File: src/rtl/demux_dist.sv
// Registered 1-to-32 distributor for 2-bit symbols: each accepted symbol lands in
// one single-entry lane register, chosen by sel or by an in-order round-robin pointer.
module demux_dist #(
    parameter int CNT_W = 16
) (
    input  logic             clk,
    input  logic             rst,
    input  logic             in_valid,
    output logic             in_ready,
    input  logic [1:0]       in_data,
    input  logic [4:0]       sel,
    input  logic             auto_mode,
    output logic [63:0]      out_data,
    output logic [31:0]      out_valid,
    input  logic [31:0]      out_ack,
    output logic [4:0]       ptr,
    output logic [CNT_W-1:0] xfer_cnt
);

    // Handshake: a transfer happens on a rising edge where valid and ready are both 1.
    // The producer holds data/sel stable until then; ready never waits on valid.
    // Lane k's consumer takes its symbol on any edge where out_valid[k] and out_ack[k] are 1.

    logic [63:0]      data_q, data_d;
    logic [31:0]      valid_q, valid_d;
    logic [4:0]       ptr_q, ptr_d;
    logic [CNT_W-1:0] cnt_q, cnt_d;
    logic [4:0]       tgt;
    logic             accept;

    always_comb begin
        tgt      = auto_mode ? ptr_q : sel;
        // A full target lane being acknowledged this cycle can be refilled on the same edge.
        in_ready = ~valid_q[tgt] | out_ack[tgt];
        accept   = in_valid & in_ready;

        data_d  = data_q;
        valid_d = valid_q & ~out_ack;
        ptr_d   = ptr_q;
        cnt_d   = cnt_q;
        if (accept) begin
            valid_d[tgt]              = 1'b1;
            data_d[{tgt, 1'b0} +: 2]  = in_data;
            if (cnt_q != {CNT_W{1'b1}}) begin
                cnt_d = cnt_q + 1'b1;
            end
            if (auto_mode) begin
                ptr_d = ptr_q + 5'd1;
            end
        end
    end

    always_ff @(posedge clk or posedge rst) begin
        if (rst) begin
            data_q  <= '0;
            valid_q <= '0;
            ptr_q   <= '0;
            cnt_q   <= '0;
        end else begin
            data_q  <= data_d;
            valid_q <= valid_d;
            ptr_q   <= ptr_d;
            cnt_q   <= cnt_d;
        end
    end

    assign out_data  = data_q;
    assign out_valid = valid_q;
    assign ptr       = ptr_q;
    assign xfer_cnt  = cnt_q;

endmodule

File: config.mk
export PLATFORM = sky130hd
export DESIGN_NAME = demux_dist
export DESIGN_NICKNAME = d
export VERILOG_FILES = /design/src/rtl/demux_dist.sv
export SDC_FILE = /design/constraint.sdc
export NUM_CORES = 1
export LEC_CHECK = 0
export CAP_MARGIN = 20
export CORE_UTILIZATION = 55
export CTS_BUF_LIST = sky130_fd_sc_hd__clkbuf_4 sky130_fd_sc_hd__clkbuf_8
export CTS_CLUSTER_SIZE = 24
export DETAILED_ROUTE_END_ITERATION = 10
export GPL_ROUTABILITY_DRIVEN = 0
export GPL_TIMING_DRIVEN = 0
export MAX_ROUTING_LAYER = met4
export PLACE_DENSITY = 0.88
export SLEW_MARGIN = 10
export SYNTH_ARGS = -nofsm -noshare
export SYNTH_HDL_FRONTEND = slang
export SYNTH_SLANG_ARGS = --single-unit
export TNS_END_PERCENT = 20
File: constraint.sdc
create_clock -name clk -period 11.28 [get_ports clk]
set_input_delay 2.82 -clock clk [delete_from_list [all_inputs] [get_ports clk]]
set_output_delay 2.82 -clock clk [all_outputs]
set_load 0.02 [all_outputs]
Word-level counts from Yosys, hierarchy flattened:

Cells that the tools add are included.

* flip-flop bits (word level): 117
* input port bits: 43

* add/sub/neg operators: 3
* magnitude comparators: 2
* equal/unequal tests: 1
* shift-type cells: 2
* muxes and demuxes: 9
* bitwise operators: 6
* reductions and logical operators: 3

Operator list (number)
* $bwmux W64: 1
* $shift A2 B8 Y64 const A: 1
* $shiftx A2 B8 Y64: 1
* $and A32 B32 Y32: 1
* $mux W32: 1
* $not A32 Y32: 1
* $or A32 B32 Y32: 1
* $add A16 B1 Y16 const B: 1
* $ne A16 B16 Y1 const B: 1
* $bmux W1 S5: 2
* $neg A6 Y8: 1
* $lt A5 B6 Y1 const B: 1
* $add A5 B1 Y5 const B: 1
* $demux W1 S5: 1
* $ge A5 B1 Y1 const B: 1
* $mux W5: 1
* $reduce_and A2 Y1: 2
* $mux W1: 3
* $and A1 B1 Y1: 1
* $logic_and A1 B1 Y1: 1
* $not A1 Y1: 1
* $or A1 B1 Y1: 1

Longest topological paths before layout:

* depth after elaboration: 7
* gate-level depth with buffers: 13
* mapped depth without buffers: 9

Least setup slack after synthesis:

Ideal clock, no wire load.

* path kind: input-to-output
* from: input auto_mode
* to: output in_ready
* data arrival time: 4.535 ns
* slack: 3.925 ns
* stages on the path: 10
* path through: buf_6 mux2i_4 buf_6 mux2i_1 mux2i_1 o31ai_1 a21boi_1 nand3_1 buf_2 buf_6

* word-level cells in the longest chain between the ends: 5
* elaborated cells between the ends (all ways): 7

RTL lines
* from (decl): RTL line 12 `input logic auto_mode,`
* $mux W5 *: RTL line 32 `tgt = auto_mode ? ptr_q : sel;`
* $bmux W1 S5: RTL line 34 `in_ready = ~valid_q[tgt] | out_ack[tgt];`
* $mux W1 (not written as such): RTL line 34
* $not A1 Y1: RTL line 34
* $or A1 B1 Y1 *: RTL line 34
* to (decl): RTL line 9 `output logic in_ready,`

Every way passes the cells marked *; elsewhere a longest branch is shown, timed or not. The select of a mux whose other input is x is not followed.

Worst setup path after layout:

Ends and elaborated chain as after synthesis.

==> results.json <==
{
  "outcome": "finished clean",
  "synth_edf_count": 0,
  "htreeDepth": 4,
  "route.detailed.drc": 0,
  "ant_nets": 0,
  "netlist-cell-type-count": 62,
  "coreArea_um2": 11030,
  "top_level_ports": 161,
  "grt_max_degree": 66,
  "netlist_instances": 585,
  "rr_worst_depth": 9,
  "cts_tree": "yes",
  "grt_pass1_wl_um": 29240,
  "worst_r2r_endpoint": "out_data[40]",
  "track_usage": 0.3358,
  "worst_path_most_repeated_cell": "buf_6",
  "fp-row-count": 38,
  "ff2ff_setup_slack_ps": 7530,
  "fill_cells": 726,
  "fin_worst_skew_ps": 11.41,
  "cpMaxStageDelayCell": "clkdlybuf4s50_1",
  "place_ws_ps": 2357,
  "synthMuxAreaShare": 0.1494,
  "dieArea_um2": 11940,
  "cts.path.max_buffers": 2,
  "yosysWarnings": 0,
  "cp.required_ps": 8460,
  "rsz0062_at_grt": "false",
  "slew_viol_final": 0,
  "dieHeight_um": 109.3,
  "crit_chain": "clkdlybuf4s50_1 > buf_6 > mux2i_4 > buf_6 > mux2i_1 > mux2i_1 > o31ai_1 > a21boi_1 > nand3_1 > buf_2 > buf_6 > clkdlybuf4s50_1",
  "syn_area_per_cell_um2": 10.82,
  "cts.sinks": 117,
  "syn_area_um2": 6330,
  "setup_violations": 0,
  "final_cell_mix": "clkdlybuf4s50_1 (160), dfrtp_1 (117), mux2_1 (54)",
  "root_buffer": "clkbuf_8",
  "insertion_delay_ps": 440,
  "wl_per_cell_um": 20.33,
  "sequential_cell_area_um2": 2928,
  "worst_path_largest_cell_delay_ps": 560,
  "synth-xor-area-share": 0.03301,
  "worst_setup_path_end_kind": "primary output",
  "synth_compound_area_frac": 0.1079,
  "finalHoldViolCount": 0,
  "post-cts-setup-buffers": 0,
  "relSlewSlack": 0.3697,
  "final.min_clock_period_ps": 9016,
  "synth_top_family_by_area": "simple AND/OR/NAND/NOR gates",
  "min_period_over_period": 0.7993,
  "multi_input_area_um2": 3128,
  "holdPathStages": 1,
  "cts_resized": 0,
  "layout_commonest_cell": "clkdlybuf4s50_1",
  "crit_path_max_fanout": 12,
  "syn-num-nets": 637,
  "tightest_slew_ps": 942.5,
  "holdPathEnd": "out_data[3]",
  "synth-adder-area-share": 0.01779,
  "crit_arrival_ps": 6200,
  "n_antenna_cell": 0,
  "fin_ws_ps": 2264,
  "yosys.area_share.simple": 0.1860,
  "start_util": 0.5738,
  "totalNegativeSetupSlack_ps": 0,
  "grt_pass1_vias": 5773,
  "drt_first_pass_iters": 8,
  "worstSetupStartpointType": "input pin",
  "max-vdd-ir-drop_uv": 135.8,
  "dieWidth_um": 109.3,
  "drtIter0Drc": 539,
  "vias": 5724,
  "maxCapViolCount": 0,
  "drive_gt1_frac": 0.1337,
  "path_class": "input pin to primary output",
  "fmax_ghz": 0.1109,
  "grt_antenna_before_repair": 0,
  "ys_seq_area_frac": 0.4625,
  "async_flop_share": 1.000,
  "finalWirelength_um": 18660,
  "r2r-start": "ptr[0]",
  "dpl.hpwl_um": 13480,
  "layout.nets": 817,
  "synth-seq-cells": 117,
  "p_leak_nw": 3.713,
  "portBuffers": 160,
  "vias_per_cell": 6.235,
  "post-route-util": 0.7765,
  "min_from": "out_data[3]",
  "cts_buffers": 17,
  "hold_class": "flop to flop",
  "area_growth_pct": 35.32,
  "ys.flop_type": "dfrtp_1",
  "ctsHoldBuffers": 0,
  "path_clk_slew_ps": 70,
  "p_per_area_nw_per_um2": 205.4,
  "gr-total-overflow": 0
}
[critical path, delay by kind of cell]
family	cells	cell delay, ps
muxes	3	790
and+or+nand+nor	1	130
AOI/OAI and AO/OA	2	530
buffers and inverters	6	1920
[stage by stage]
| stage | hold WS [ps] | power (W) | instances | cell area, um2 |
|---|---|---|---|---|
| detailed placement | 474.6 | 0.001334 | 886 | 8139 |
| CTS | 490.9 | 0.001748 | 918 | 8566 |
| global placement | 474.0 | 0.001313 | 885 | 8107 |
| finish | 489.1 | 0.001760 | 918 | 8566 |
| floorplan | 592.8 | 0.001025 | 585 | 6330 |
| global route | 509.2 | 0.001837 | 918 | 8566 |
[worst max-delay path by stage]
stage / slack, ps / endpoint / startpoint
floorplan: 3920 / in_ready / auto_mode
global placement: 2410 / in_ready / auto_mode
detailed placement: 2360 / in_ready / auto_mode
CTS: 2330 / in_ready / auto_mode
global route: 2100 / in_ready / auto_mode
finish: 2260 / in_ready / auto_mode
[synth_stat cells (6+ instances only)]
| cell type | n | area share |
|---|---|---|
| a21oi_1 | 11 | 0.0087 |
| a31o_2 | 6 | 0.0083 |
| a32o_1 | 12 | 0.019 |
| and2_1 | 6 | 0.0059 |
| and3_1 | 10 | 0.0099 |
| buf_2 | 12 | 0.0095 |
| clkbuf_1 | 8 | 0.0047 |
| dfrtp_1 | 117 | 0.46 |
| ha_1 | 9 | 0.018 |
| inv_1 | 28 | 0.017 |
| mux2_1 | 54 | 0.096 |
| mux2_2 | 13 | 0.023 |
| mux2i_1 | 11 | 0.017 |
| nand2_1 | 46 | 0.027 |
| nand2b_1 | 14 | 0.014 |
| nand3_1 | 25 | 0.020 |
| nand3_2 | 14 | 0.022 |
| nand4_1 | 14 | 0.014 |
| nor2_1 | 29 | 0.017 |
| nor2b_1 | 15 | 0.015 |
| nor3_1 | 14 | 0.011 |
| nor3b_1 | 8 | 0.0095 |
| o21ai_0 | 17 | 0.013 |
| o22ai_1 | 12 | 0.012 |
| xnor2_1 | 20 | 0.028 |
[where the power goes]
group	internal [W]	total [W]	switching (W)
Combinational	0.000320	0.000796	0.000476
Clock	0.000235	0.000411	0.000176
Sequential	0.000495	0.000552	0.0000569
Total	0.00105	0.00176	0.000709
[sequential cells by signal (all words and copies together) (netlist names)]
name and cells:
out_data 64, out_valid 32, xfer_cnt 16, ptr 5
[area by class of cell]
cell class,count,share of cell area
plain buffers,28,0.01928
clock buffers,21,0.03228
clock inverters,11,0.01753
inverters,29,0.01329
multi-input cells,411,0.3652
flip-flops and latches,117,0.3418
well taps,140,0.02045
repair buffers,161,0.1902
[routing by layer]
layer / global-route usage / vias up / part of all wire
li1: - / 2478 / -
met1: 0.4193 / 2784 / 0.39
met2: 0.5234 / 388 / 0.48
met3: 0.07412 / 74 / 0.10
met4: 0.1524 / 0 / 0.035
met5: - / - / 0
[kinds of logic (layout without fill, tap and decap cells)]
family                   count (synthesis)  after routing
AO/OA/AOI/OAI                           90             90
XOR/XNOR                                23             23
adder cells (fa/ha/maj)                  9              9
buffers and inverters                   57            250
flip-flops                             117            117
multiplexers                            82             82
AND/OR/NAND/NOR                        207            207
No activity file was read; power rests on OpenSTA's default activity.
